--- src/rtl/alu_pkg.sv ---
// Shared ALU definitions: datapath width, muldiv op encoding and FSM states.
package alu_pkg;
    localparam int XLEN = 16;

    localparam logic OP_MUL = 1'b0;
    localparam logic OP_DIV = 1'b1;

    typedef enum logic [1:0] {
        S_IDLE,
        S_RUN,
        S_FIX,
        S_DONE
    } state_e;
endpackage

--- src/rtl/magnitude_muldiv_if.sv ---
// Request/response bundle between the ALU sign-inversion stage and the muldiv unit.
interface magnitude_muldiv_if #(parameter int WIDTH = alu_pkg::XLEN);
    logic             start;
    logic             op;
    logic [WIDTH-1:0] mag_a;
    logic [WIDTH-1:0] mag_b;
    logic             neg_a;
    logic             neg_b;
    logic             busy;
    logic             done;
    logic [WIDTH-1:0] result;
    logic [WIDTH-1:0] result_hi;
    logic             div_by_zero;

    modport master (
        output start, op, mag_a, mag_b, neg_a, neg_b,
        input  busy, done, result, result_hi, div_by_zero
    );

    modport slave (
        input  start, op, mag_a, mag_b, neg_a, neg_b,
        output busy, done, result, result_hi, div_by_zero
    );
endinterface

--- src/rtl/sign_restore.sv ---
// Conditional two's-complement negator, modulo 2^W.
module sign_restore #(
    parameter int W = 16
) (
    input  logic [W-1:0] val_i,
    input  logic         neg_i,
    output logic [W-1:0] val_o
);
    assign val_o = neg_i ? (W'(0) - val_i) : val_i;
endmodule

--- src/rtl/magnitude_muldiv.sv ---
// Iterative unsigned shift-add multiply / restoring divide with sign restore.
// Divide datapath is compiled in only when ALU_DIV_EN is defined.
module magnitude_muldiv
    import alu_pkg::*;
#(
    parameter int WIDTH = XLEN
) (
    input  logic              clk,
    input  logic              rst,
    magnitude_muldiv_if.slave bus
);
    localparam int CW = (WIDTH > 1) ? $clog2(WIDTH) : 1;

    state_e           state_q, state_d;
    logic             op_q, op_d;
    logic [WIDTH-1:0] opnd_q, opnd_d;   // multiplicand for MUL, divisor for DIV
    logic             na_q, na_d;
    logic             nb_q, nb_d;
    logic [WIDTH-1:0] hi_q, hi_d;       // product high half / partial remainder
    logic [WIDTH-1:0] lo_q, lo_d;       // multiplier bits / dividend->quotient
    logic [CW-1:0]    cnt_q, cnt_d;
    logic [WIDTH-1:0] result_q, result_d;
    logic [WIDTH-1:0] result_hi_q, result_hi_d;

    // Shift-add step: add multiplicand when the low multiplier bit is set, shift right.
    logic [WIDTH:0]   mul_sum;
    logic [WIDTH-1:0] mul_hi_n, mul_lo_n;
    assign mul_sum  = {1'b0, hi_q} + (lo_q[0] ? {1'b0, opnd_q} : '0);
    assign mul_hi_n = mul_sum[WIDTH:1];
    assign mul_lo_n = {mul_sum[0], lo_q[WIDTH-1:1]};

    logic [2*WIDTH-1:0] prod_fix;
    sign_restore #(.W(2*WIDTH)) u_prod_sign (
        .val_i ({hi_q, lo_q}),
        .neg_i (na_q ^ nb_q),
        .val_o (prod_fix)
    );

`ifdef ALU_DIV_EN
    logic             dbz_q, dbz_d;
    logic [WIDTH:0]   div_shift, div_diff;
    logic             div_qbit;
    logic [WIDTH-1:0] div_hi_n, div_lo_n;
    logic [WIDTH-1:0] quot_fix, rem_fix;

    assign div_shift = {hi_q, lo_q[WIDTH-1]};
    assign div_diff  = div_shift - {1'b0, opnd_q};
    assign div_qbit  = ~div_diff[WIDTH];
    assign div_hi_n  = div_qbit ? div_diff[WIDTH-1:0] : div_shift[WIDTH-1:0];
    assign div_lo_n  = {lo_q[WIDTH-2:0], div_qbit};

    sign_restore #(.W(WIDTH)) u_quot_sign (
        .val_i (lo_q),
        .neg_i (na_q ^ nb_q),
        .val_o (quot_fix)
    );

    // Truncating division: remainder follows the dividend's sign.
    sign_restore #(.W(WIDTH)) u_rem_sign (
        .val_i (hi_q),
        .neg_i (na_q),
        .val_o (rem_fix)
    );
`endif

    always_comb begin
        state_d     = state_q;
        op_d        = op_q;
        opnd_d      = opnd_q;
        na_d        = na_q;
        nb_d        = nb_q;
        hi_d        = hi_q;
        lo_d        = lo_q;
        cnt_d       = cnt_q;
        result_d    = result_q;
        result_hi_d = result_hi_q;
`ifdef ALU_DIV_EN
        dbz_d       = dbz_q;
`endif
        case (state_q)
            S_IDLE: begin
                if (bus.start) begin
                    op_d    = bus.op;
                    opnd_d  = (bus.op == OP_DIV) ? bus.mag_b : bus.mag_a;
                    lo_d    = (bus.op == OP_DIV) ? bus.mag_a : bus.mag_b;
                    hi_d    = '0;
                    na_d    = bus.neg_a;
                    nb_d    = bus.neg_b;
                    cnt_d   = CW'(WIDTH - 1);
                    state_d = S_RUN;
                end
            end
            S_RUN: begin
`ifdef ALU_DIV_EN
                if (op_q == OP_DIV) begin
                    hi_d = div_hi_n;
                    lo_d = div_lo_n;
                end else
`endif
                begin
                    hi_d = mul_hi_n;
                    lo_d = mul_lo_n;
                end
                cnt_d = cnt_q - CW'(1);
                if (cnt_q == '0) state_d = S_FIX;
            end
            S_FIX: begin
                if (op_q == OP_MUL) begin
                    result_d    = prod_fix[WIDTH-1:0];
                    result_hi_d = prod_fix[2*WIDTH-1:WIDTH];
`ifdef ALU_DIV_EN
                    dbz_d       = 1'b0;
                end else begin
                    // A zero divisor leaves quotient all ones and remainder = dividend.
                    dbz_d       = (opnd_q == '0);
                    result_d    = (opnd_q == '0) ? '1 : quot_fix;
                    result_hi_d = rem_fix;
`else
                end else begin
                    result_d    = '0;
                    result_hi_d = '0;
`endif
                end
                state_d = S_DONE;
            end
            S_DONE:  state_d = S_IDLE;
            default: state_d = S_IDLE;
        endcase
    end

    always_ff @(posedge clk or posedge rst) begin
        if (rst) begin
            state_q     <= S_IDLE;
            op_q        <= OP_MUL;
            opnd_q      <= '0;
            na_q        <= 1'b0;
            nb_q        <= 1'b0;
            hi_q        <= '0;
            lo_q        <= '0;
            cnt_q       <= '0;
            result_q    <= '0;
            result_hi_q <= '0;
        end else begin
            state_q     <= state_d;
            op_q        <= op_d;
            opnd_q      <= opnd_d;
            na_q        <= na_d;
            nb_q        <= nb_d;
            hi_q        <= hi_d;
            lo_q        <= lo_d;
            cnt_q       <= cnt_d;
            result_q    <= result_d;
            result_hi_q <= result_hi_d;
        end
    end

`ifdef ALU_DIV_EN
    always_ff @(posedge clk or posedge rst) begin
        if (rst) dbz_q <= 1'b0;
        else     dbz_q <= dbz_d;
    end
    assign bus.div_by_zero = dbz_q;
`else
    assign bus.div_by_zero = 1'b0;
`endif

    assign bus.busy      = (state_q != S_IDLE);
    assign bus.done      = (state_q == S_DONE);
    assign bus.result    = result_q;
    assign bus.result_hi = result_hi_q;
endmodule
--- src/flat_wrapper.sv ---
// flat-port wrapper written by rule: the top's interface ports become plain ports
module magnitude_muldiv_flat import alu_pkg::*;
#(
    parameter int WIDTH = XLEN
)
  (clk, rst, bus_start, bus_op, bus_mag_a, bus_mag_b, bus_neg_a, bus_neg_b, bus_busy, bus_done, bus_result, bus_result_hi, bus_div_by_zero);
  magnitude_muldiv_if #(.WIDTH(WIDTH)) bus_i ();
  input  logic clk;
  input  logic rst;
  input wire logic [$bits(bus_i.start)-1:0] bus_start;
  input wire logic [$bits(bus_i.op)-1:0] bus_op;
  input wire logic [$bits(bus_i.mag_a)-1:0] bus_mag_a;
  input wire logic [$bits(bus_i.mag_b)-1:0] bus_mag_b;
  input wire logic [$bits(bus_i.neg_a)-1:0] bus_neg_a;
  input wire logic [$bits(bus_i.neg_b)-1:0] bus_neg_b;
  output wire logic [$bits(bus_i.busy)-1:0] bus_busy;
  output wire logic [$bits(bus_i.done)-1:0] bus_done;
  output wire logic [$bits(bus_i.result)-1:0] bus_result;
  output wire logic [$bits(bus_i.result_hi)-1:0] bus_result_hi;
  output wire logic [$bits(bus_i.div_by_zero)-1:0] bus_div_by_zero;
  assign bus_i.start = bus_start;
  assign bus_i.op = bus_op;
  assign bus_i.mag_a = bus_mag_a;
  assign bus_i.mag_b = bus_mag_b;
  assign bus_i.neg_a = bus_neg_a;
  assign bus_i.neg_b = bus_neg_b;
  assign bus_busy = bus_i.busy;
  assign bus_done = bus_i.done;
  assign bus_result = bus_i.result;
  assign bus_result_hi = bus_i.result_hi;
  assign bus_div_by_zero = bus_i.div_by_zero;
  magnitude_muldiv #(.WIDTH(WIDTH)) u_core (.clk(clk), .rst(rst), .bus(bus_i));
endmodule
--- config.mk ---
export PLATFORM = sky130hd
export DESIGN_NAME = magnitude_muldiv_flat
export DESIGN_NICKNAME = d
export VERILOG_FILES = /design/src/rtl/alu_pkg.sv /design/src/rtl/magnitude_muldiv_if.sv /design/src/rtl/sign_restore.sv /design/src/rtl/magnitude_muldiv.sv /design/src/flat_wrapper.sv
export SDC_FILE = /design/constraint.sdc
export NUM_CORES = 1
export LEC_CHECK = 0
export CELL_PAD_IN_SITES_DETAIL_PLACEMENT = 0
export CELL_PAD_IN_SITES_GLOBAL_PLACEMENT = 1
export CORE_ASPECT_RATIO = 1.75
export CORE_UTILIZATION = 40
export CTS_BUF_LIST = sky130_fd_sc_hd__clkbuf_8
export DETAILED_ROUTE_END_ITERATION = 6
export PLACE_DENSITY = 0.86
export SETUP_SLACK_MARGIN = 0.2
export SLEW_MARGIN = 20
export SYNTH_ARGS = -nofsm -noshare
export SYNTH_HDL_FRONTEND = slang
export SYNTH_SLANG_ARGS = --single-unit
--- constraint.sdc ---
create_clock -name clk -period 2.6 [get_ports clk]
set_clock_uncertainty 0.1 [all_clocks]
set_input_delay 0.26 -clock clk [delete_from_list [all_inputs] [get_ports clk]]
set_output_delay 0.26 -clock clk [all_outputs]
set_load 0.01 [all_outputs]
; ---- Word-level counts from Yosys, hierarchy flattened
; Cells that the tools add are included.
[totals]
in_bits = 38
elab_cells = 41
reg_bits = 89
rom_bits = 0
n_memories = 0
output_inout_bits = 35
latch_bits = 0
mem_bits_rw = 0
[classes]
bitwise = 1
div = 0
muxes = 15
mul = 0
magnitude_cmp = 0
shift = 0
reduce_logical = 7
addsub = 3
n_eq_ne = 5
[ops]
columns = cell, count
row1 = 16-bit 2-to-1 mux, 7
row2 = 16-bit one-hot mux with 2 select lines, 2
row3 = 32-bit 2-to-1 mux, 1
row4 = "1-bit by 32-bit subtractor with 32-bit output, first input constant", 1
row5 = 16-bit by 17-bit adder with 17-bit output, 1
row6 = 2-bit one-hot mux with 4 select lines, 1
row7 = 4-bit one-hot mux with 2 select lines, 1
row8 = 2-bit AND reduction, 3
row9 = "2-bit == test, second input constant", 2
row10 = 4-bit zero test, 1
row11 = 2-bit 2-to-1 mux, 2
row12 = 4-bit 2-to-1 mux, 1
row13 = 2-bit nonzero test, 2
row14 = "4-bit by 1-bit subtractor with 4-bit output, second input constant", 1
row15 = "2-bit by 1-bit == test with 1-bit output, second input constant", 1
row16 = 2-bit zero test, 1
row17 = "2-bit by 1-bit != test with 1-bit output, second input constant", 1
row18 = "2-bit != test, second input constant", 1
row19 = 1-bit XOR, 1

; ---- Logic depth before layout (Yosys ltp)
; Gate-level depths: netlist (run 1).
[logic_depth]
depth_word = 3
ltp_mapped = 11
depth_no_buf = 9

; ---- Cells and area by module
; From an unflattened synthesis (run 1), not the netlist that was laid out.
[unflattened]
hier_cells = 633
hier_area_um2 = 5616.6
[by_module_without_submodules]
columns = mod, seq_area_each_um2, cells_per_inst, area_each_um2, n_inst
row1 = magnitude_muldiv, 2227.1, 525, 4849.7, 1
row2 = sign_restore, 0.0, 108, 767.0, 1

; ---- Worst setup path before layout (run 1)
; Ideal clock, no wire load.
[synth_timing]
kind = flip-flop to flip-flop
from = register u_core.lo_q[0]
to = register u_core.hi_q[15]
stages_incl_launch_ff = 12
arrival_time_ps = 2348
setup_time_ps = 126
synth_period_minus_slack_ps = 2575
n_path_buf = 2
path_slack_ps = 25
t_required_ps = 2374
cell_sequence = dfrtp_1 -> clkbuf_1 -> clkbuf_1 -> and2_1 -> ha_1 -> inv_1 -> fa_1 -> nor2b_1 -> o31ai_1 -> a21boi_0 -> or2_2 -> a311o_1
[synth_via]
elab_chain_len = 3
[synth_rtl]
columns = item, line
row1 = from (decl), magnitude_muldiv.sv:20  ; logic [WIDTH-1:0] lo_q, lo_d;
row2 = from (signal assigned), magnitude_muldiv.sv:150  ; lo_q <= lo_d;
row3 = 16-bit 2-to-1 mux, magnitude_muldiv.sv:28  ; assign mul_sum = {1'b0, hi_q} + (lo_q[0] ? {1'b0, opnd_q} : '0);
row4 = 16-bit by 17-bit adder with 17-bit output, magnitude_muldiv.sv:28
row5 = 16-bit one-hot mux with 2 select lines, magnitude_muldiv.sv:80  ; case (state_q)
row6 = to (signal assigned), magnitude_muldiv.sv:149  ; hi_q <= hi_d;
row7 = to (decl), magnitude_muldiv.sv:19  ; logic [WIDTH-1:0] hi_q, hi_d;
; No other way between the ends.
; A chain may end at the register's enable or synchronous reset.

; ---- Worst setup path in the final report (run 1)
; Same ends and word-level chain as after synthesis.

==> results.yml, run 1 <==
critical_path:
  worst_setup_path_end_kind: "flop"
  worst-path-max-fanout: 8
  worst_ep_arrival_time_ns: 2.52
  crit_family: "compound AO/OA/AOI/OAI gates"
  critPathLaunchType: "flop"
  timing.critical_path.buf_inv: 1
  crit_path_cell_trace: "buf_4 -> and2_1 -> ha_4 -> nor2b_1 -> o31ai_2 -> a21boi_2 -> or2_4 -> a311o_1"
  max_stage_delay_on_crit_path_ns: 0.45
  critPathSlowestCell: "sky130_fd_sc_hd__dfrtp_2"
  critical_path_required_ns: 2.77
  timing.setup.critical_path_class: "flop to flop"
timing:
  fmaxAchievable_ghz: 0.4242
  final-max-slew-violation-count: 0
  timing.final.hold_violations: 0
  timing.slew.headroom_pct: 46.97
  period_share_pct: 90.67
  timing.setup.tns_ns: 0
  final.min_clock_period_ns: 2.357
  setup-violations-final: 0
  rsz0062_at_grt: "true"
  least_margin_pin_slew_ns: 0.7954
  holdWs_ns: 0.1898
die:
  initial_core_util_pct: 41.30
  die_area_sq_mm: 0.01446
  core.rowCount: 56
  pin_count: 73
  fp.coreArea_sq_mm: 0.01352
  die-height_microns: 158.3
  dieWidth_microns: 91.33
clock_tree:
  ctsHoldBuffers: 0
  clk_pin_slew_ns: 0.10
  cts_num_sinks: 89
  number_of_buffers_inserted_during_clock_tree_synthesis: 9
  h-tree-depth: 3
  clockRootBuffer: "sky130_fd_sc_hd__clkbuf_8"
  clock_latency_ns: 0.38
  clockBufferDepth: 2
  tritoncts_clock_tree: "built"
routing:
  detail_route.wl_per_cell_microns: 17.46
  wl_microns: 15240
  drt_iter0_markers: 215
  count_of_nets_left_with_antenna_violations_after_detail_routing: 0
  drtPass1Iterations: 5
  top_layer_used: "met4"
  met3_length_microns: 398
  met1Wirelength_microns: 6014
  route.vias.total: 4902
  avgViaCountPerCell: 5.615
  drc_errors: 0
  met2RoutedLength_microns: 8288
power:
  report.power.total_mw: 8.875
  power_leakage_nw: 3.050
  irDropWorstVdd_uv: 485.7
  p_per_area_mw_per_mm2: 1264
hold_path:
  timing.hold.worst.class: "primary input to async pin"
placement:
  gp_routability_congestion: 0.9333
  buffer_ports.inserted: 71
  dpl.hpwl_microns: 11700
synth:
  fraction_of_registers_with_async_set_or_reset_after_synthesis_pct: 100.0
  syn-num-nets: 680
  synth_largest_area_cell: "sky130_fd_sc_hd__dfrtp_1"
  post_synth_num_cell_types: 59
  synth_enable_flop_cells: 0
  synth_top_cell_area_share_pct: 39.87
  synth_sequential_area_ratio_pct: 39.87
  yosys_warnings: 0
  postSynthRegisterBits: 89
  synth_top_flop_cell: "sky130_fd_sc_hd__dfrtp_1"
  post_synth.cell_area_avg_sq_um: 9.023
  synth_cells: 619
  synthesis.area_sq_mm: 0.005585
  synthTopCellsByArea: "sky130_fd_sc_hd__dfrtp_1, sky130_fd_sc_hd__mux2i_1, sky130_fd_sc_hd__a21oi_1"
global_route:
  globalRouteTotalUtil_pct: 21.61
  global_route_wire_length_before_repair_microns: 24360
  grt_start_max_net_pins: 53
  globalRoute.totalOverflow: 0
  number_of_global_route_vias_before_repair: 4870
  grt_antenna_before_repair: 0
cells_and_area:
  fin_nets: 755
  n_antenna_cell: 0
  post_route_cells_drive_above_1_share_pct: 13.88
  syn2layout_area_growth_pct: 25.74
run:
  drv_cap: 0
outcome:
  run_status: "finished, final reports clean"
worst paths after layout:
path	endpoint	slack, ns	startpoint	cells after the start
max in group asynchronous	u_core.lo_q[0]$_DFFE_PP0P_	1.90	rst	3
min in group clk	u_core.na_q$_DFFE_PP0P_	0.38	bus_neg_a	2
worst min register to register	u_core.bus.result_hi[4]$_DFFE_PP0P_	0.40	u_core.bus.result_hi[4]$_DFFE_PP0P_	2
worst min-delay path	u_core.bus.result_hi[5]$_DFFE_PP0P_	0.19	rst	3
worst max register to register	u_core.hi_q[15]$_DFFE_PP0P_	0.24	u_core.lo_q[0]$_DFFE_PP0P_	8
worst max-delay path	u_core.hi_q[15]$_DFFE_PP0P_	0.24	u_core.lo_q[0]$_DFFE_PP0P_	8
final cells by class:
type / instances / area, sq um
Fill cell: 1260 / 6500
Clock buffer: 9 / 123.9
Tap cell: 174 / 217.7
Timing Repair Buffer: 102 / 985.9
Inverter: 18 / 71.32
Multi-Input combinational cell: 474 / 3336
Clock inverter: 7 / 60.06
Sequential cell: 89 / 2228
stage by stage:
| stage | utilization [%] | setup WS (ns) | cells | instance area [sq um] |
|---|---|---|---|---|
| 2_1_floorplan | - | 0.1935 | 619 | 5632 |
| 3_3_place_gp | 48.82 | 0.02315 | 849 | 6601 |
| 3_5_place_dp | 48.82 | -0.06311 | 849 | 6601 |
| 4_1_cts | 50.68 | 0.1499 | 870 | 6854 |
| 5_1_grt | 51.93 | 0.1558 | 873 | 7023 |
| 6_report | 51.93 | 0.2427 | 873 | 7023 |
cell usage after synthesis, drive strengths merged (17+ instances only):
master / count
a21oi: 55
a22o: 21
and2: 20
clkbuf: 29
dfrtp: 89
ha: 22
inv: 17
mux2i: 34
nand2: 50
nor2: 56
nor3: 20
o21ai: 39
xor2: 21
where the power goes:
part	internal, mW	switching, mW	total, mW	leakage (nW)
sequential	1.98	0.656	2.63	1.10
combinational	2.40	2.92	5.31	1.87
clock	0.364	0.565	0.929	0.0848
total	4.74	4.14	8.88	3.05
metal layers:
metal  GRT usage, %  vias to the layer above
met5              0                        -
met4          8.314                        0
met3          2.531                       37
met2          41.70                      132
met1          23.99                     2345
li1               -                     2388
cells by family (layout without fill, tap and decap cells):
group	after synthesis	in the layout	synth area share [%]
buf+inv	56	136	3.987
compound gates	181	181	20.97
fa+ha+maj	23	23	5.287
mux	37	37	6.698
xor+xnor	33	33	5.175
simple gates	199	199	17.94
other cells	1	1	0.06714
flops	89	89	39.87
worst reg2reg max path: cells and delay by family (launching register included):
| kind | cells | cell delay (ns) |
|---|---|---|
| adder cells (fa/ha/maj) | 1 | 0.23 |
| buffers and inverters | 1 | 0.17 |
| AO/OA/AOI/OAI | 3 | 0.71 |
| flip-flops | 1 | 0.45 |
| AND/OR/NAND/NOR | 3 | 0.61 |
cells in the final DEF (no fill, tap or decap), types with 16 or more instances in the layout:
cell,n
sky130_fd_sc_hd__nor3_1,18
sky130_fd_sc_hd__ha_1,16
sky130_fd_sc_hd__nand2_1,47
sky130_fd_sc_hd__xor2_1,21
sky130_fd_sc_hd__a21oi_1,48
sky130_fd_sc_hd__buf_4,26
sky130_fd_sc_hd__nor2_1,54
sky130_fd_sc_hd__dfrtp_1,88
sky130_fd_sc_hd__mux2i_1,34
sky130_fd_sc_hd__clkdlybuf4s50_1,70
sky130_fd_sc_hd__and2_1,17
sky130_fd_sc_hd__a22o_1,21
sky130_fd_sc_hd__o21ai_0,39
registers in the layout (all words and copies together) (netlist names), 2 cells and up:
register / cells
u_core.lo_q: 16
u_core.opnd_q: 16
u_core.bus.result_hi: 16
u_core.cnt_q: 4
u_core.bus.result: 16
u_core.hi_q: 16
u_core.state_q: 2
timing repair:
action                     CTS  global route
hold endpoints to repair     0             0
resized for setup            4            38
buffers inserted             5             3
setup endpoints to repair   21            25
gates cloned                 0             0
pin swaps                    3            10
Note: power is estimated with default switching activity, not from simulation.
==> inputs of run 2 (changes only) <==
--- a/config.mk
+++ b/config.mk
@@ -8,10 +8,10 @@
 export CELL_PAD_IN_SITES_DETAIL_PLACEMENT = 0
 export CELL_PAD_IN_SITES_GLOBAL_PLACEMENT = 1
 export CORE_ASPECT_RATIO = 1.75
-export CORE_UTILIZATION = 40
-export CTS_BUF_LIST = sky130_fd_sc_hd__clkbuf_8
+export CORE_UTILIZATION = 39
+export CTS_BUF_LIST = sky130_fd_sc_hd__clkbuf_8 sky130_fd_sc_hd__clkbuf_16
 export DETAILED_ROUTE_END_ITERATION = 6
-export PLACE_DENSITY = 0.86
+export PLACE_DENSITY = 0.85
 export SETUP_SLACK_MARGIN = 0.2
 export SLEW_MARGIN = 20
 export SYNTH_ARGS = -nofsm -noshare
==> run 2 against run 1 <==
  * Clock power increased by 77%
  * Non-clock buffer count increased by 5
  * Combinational power about the same
  * Sequential share of layout area decreased by 0.86 points
  * Critical path depth unchanged
  * Largest power group unchanged
  * First-iteration DRC count increased by 17%
  * Die area increased by 2.5%
  * Critical path type unchanged
  * Routed wire length increased by 3.8%
  * Via count increased by 1.9%
  * Critical endpoint unchanged
==> results.yml, run 2 (synthesis gave the netlist of run 1 again) <==
die:
  dieWidth_microns: 92.47
  core.rowCount: 57
  pin_count: 73
  initial_core_util_pct: 40.16
  fp.coreArea_sq_mm: 0.01391
  die_area_sq_mm: 0.01482
  die-height_microns: 160.3
timing:
  timing.setup.tns_ns: 0
  fmaxAchievable_ghz: 0.4154
  least_margin_pin_slew_ns: 0.5200
  holdWs_ns: 0.2038
  rsz0062_at_grt: "true"
  final-max-slew-violation-count: 0
  timing.final.hold_violations: 0
  final_critical_path_setup_slack_ns: 0.1925
  final.min_clock_period_ns: 2.407
  setup-violations-final: 0
  period_share_pct: 92.60
  timing.slew.headroom_pct: 65.07
critical_path:
  worst-path-max-fanout: 8
  cpMostUsedCell: "sky130_fd_sc_hd__a21o_1"
  crit_family: "compound AO/OA/AOI/OAI gates"
  critical_path_required_ns: 2.73
  worst_setup_path_end_kind: "flop"
  critPathSlowestCell: "sky130_fd_sc_hd__dfrtp_2"
  worst_ep_arrival_time_ns: 2.54
  critPathLaunchType: "flop"
  timing.setup.critical_path_class: "flop to flop"
  crit_path_cell_trace: "buf_4 -> and2_1 -> ha_1 -> a21o_1 -> a21o_1 -> a21oi_1 -> o21ai_0 -> a311o_1"
  max_stage_delay_on_crit_path_ns: 0.46
  timing.critical_path.buf_inv: 1
placement:
  place_ws_ns: 0.05842
  buffer_ports.inserted: 71
  gp_routability_congestion: 0.8812
  dpl.hpwl_microns: 12000
  dp.cells: 856
clock_tree:
  number_of_buffers_inserted_during_clock_tree_synthesis: 9
  clock_latency_ns: 0.35
  h-tree-depth: 3
  tritoncts_clock_tree: "built"
  clockBufferDepth: 2
  clockRootBuffer: "sky130_fd_sc_hd__clkbuf_16"
  clk_pin_slew_ns: 0.07
  ctsHoldBuffers: 0
  cts_num_sinks: 89
routing:
  drt_iter0_markers: 252
  avgViaCountPerCell: 5.667
  wl_microns: 15820
  count_of_nets_left_with_antenna_violations_after_detail_routing: 0
  drtPass1Iterations: 5
  drc_errors: 0
  route.vias.total: 4993
  detail_route.wl_per_cell_microns: 17.95
power:
  power_leakage_nw: 3.165
  p_per_area_mw_per_mm2: 1330
  irDropWorstVdd_uv: 474.5
cells_and_area:
  final_common_cell: "sky130_fd_sc_hd__dfrtp_1"
  mostFrequentLayoutCells: "sky130_fd_sc_hd__dfrtp_1, sky130_fd_sc_hd__clkdlybuf4s50_1, sky130_fd_sc_hd__nor2_1, sky130_fd_sc_hd__a21oi_1, sky130_fd_sc_hd__nand2_1"
  syn2layout_area_growth_pct: 29.23
  fin_nets: 760
  final_cells: 881
  n_antenna_cell: 0
  nFillCells: 1292
  final_core_area_utilization_pct: 51.90
  post_route_cells_drive_above_1_share_pct: 13.78
hold_path:
  timing.hold.worst.class: "primary input to async pin"
global_route:
  number_of_global_route_vias_before_repair: 4830
  grt_start_max_net_pins: 50
  globalRoute.totalOverflow: 0
  globalRouteTotalUtil_pct: 21.55
  grt_antenna_before_repair: 0
  global_route_wire_length_before_repair_microns: 24700
run:
  drv_cap: 0
outcome:
  run_status: "finished, final reports clean"
==> run 2: worst reg2reg max path: cells and delay by family, from the launching register on <==
kind | cells | cell delay [ns]
AO/OA/AOI/OAI | 5 | 1.01
adder cells (fa/ha/maj) | 1 | 0.38
AND/OR/NAND/NOR | 1 | 0.16
flip-flops | 1 | 0.46
buffers and inverters | 1 | 0.16
==> run 2: final cells by class <==
type | count | area [sq um] | share of cell area, %
tap | 177 | 221.5 | 3.068
timing repair buffer | 107 | 1021 | 14.14
inverter | 18 | 71.32 | 0.9880
clock buffer | 9 | 225.2 | 3.120
sequential | 89 | 2228 | 30.87
multi-input combinational | 474 | 3302 | 45.74
clock inverter | 7 | 148.9 | 2.063
==> run 2: timing repair <==
item,CTS,global route
buffers inserted,5,4
resized for setup,3,36
endpoints found under the setup margin,21,18
gates cloned,0,0
pin swaps,3,7
==> run 2: where the power goes <==
group	switching [mW]	internal, mW	total (mW)
clock	0.586	1.05	1.64
sequential	0.658	1.98	2.64
combinational	2.92	2.40	5.32
total	4.17	5.43	9.60
==> run 2: final timing paths <==
check / from / endpoint / slack (ns) / cells after the start
max: u_core.lo_q[0]$_DFFE_PP0P_ / u_core.hi_q[15]$_DFFE_PP0P_ / 0.19 / 8
max in group asynchronous: rst / u_core.lo_q[5]$_DFFE_PP0P_ / 1.58 / 3
max reg2reg: u_core.lo_q[0]$_DFFE_PP0P_ / u_core.hi_q[15]$_DFFE_PP0P_ / 0.19 / 8
min in group clk: u_core.bus.result_hi[4]$_DFFE_PP0P_ / u_core.bus.result_hi[4]$_DFFE_PP0P_ / 0.39 / 2
min reg2reg: u_core.bus.result_hi[4]$_DFFE_PP0P_ / u_core.bus.result_hi[4]$_DFFE_PP0P_ / 0.39 / 2
min: rst / u_core.bus.result_hi[6]$_DFFE_PP0P_ / 0.20 / 2
==> run 2: per-layer routing <==
layer / track usage [%] / wire length [microns] / vias to the layer above
met3: 2.841 / 511 / 28
met5: 0 / 0 / -
li1: - / - / 2405
met4: 8.381 / 439 / 0
met2: 41.35 / 8929 / 131
met1: 23.21 / 5937 / 2429
==> run 2: per-stage QoR <==
step / area, sq um / power (mW)
floorplan: 5632 / 5.978
global placement: 6623 / 7.508
detailed placement: 6623 / 7.647
CTS: 7059 / 9.365
global route: 7218 / 10.26
finish: 7218 / 9.598
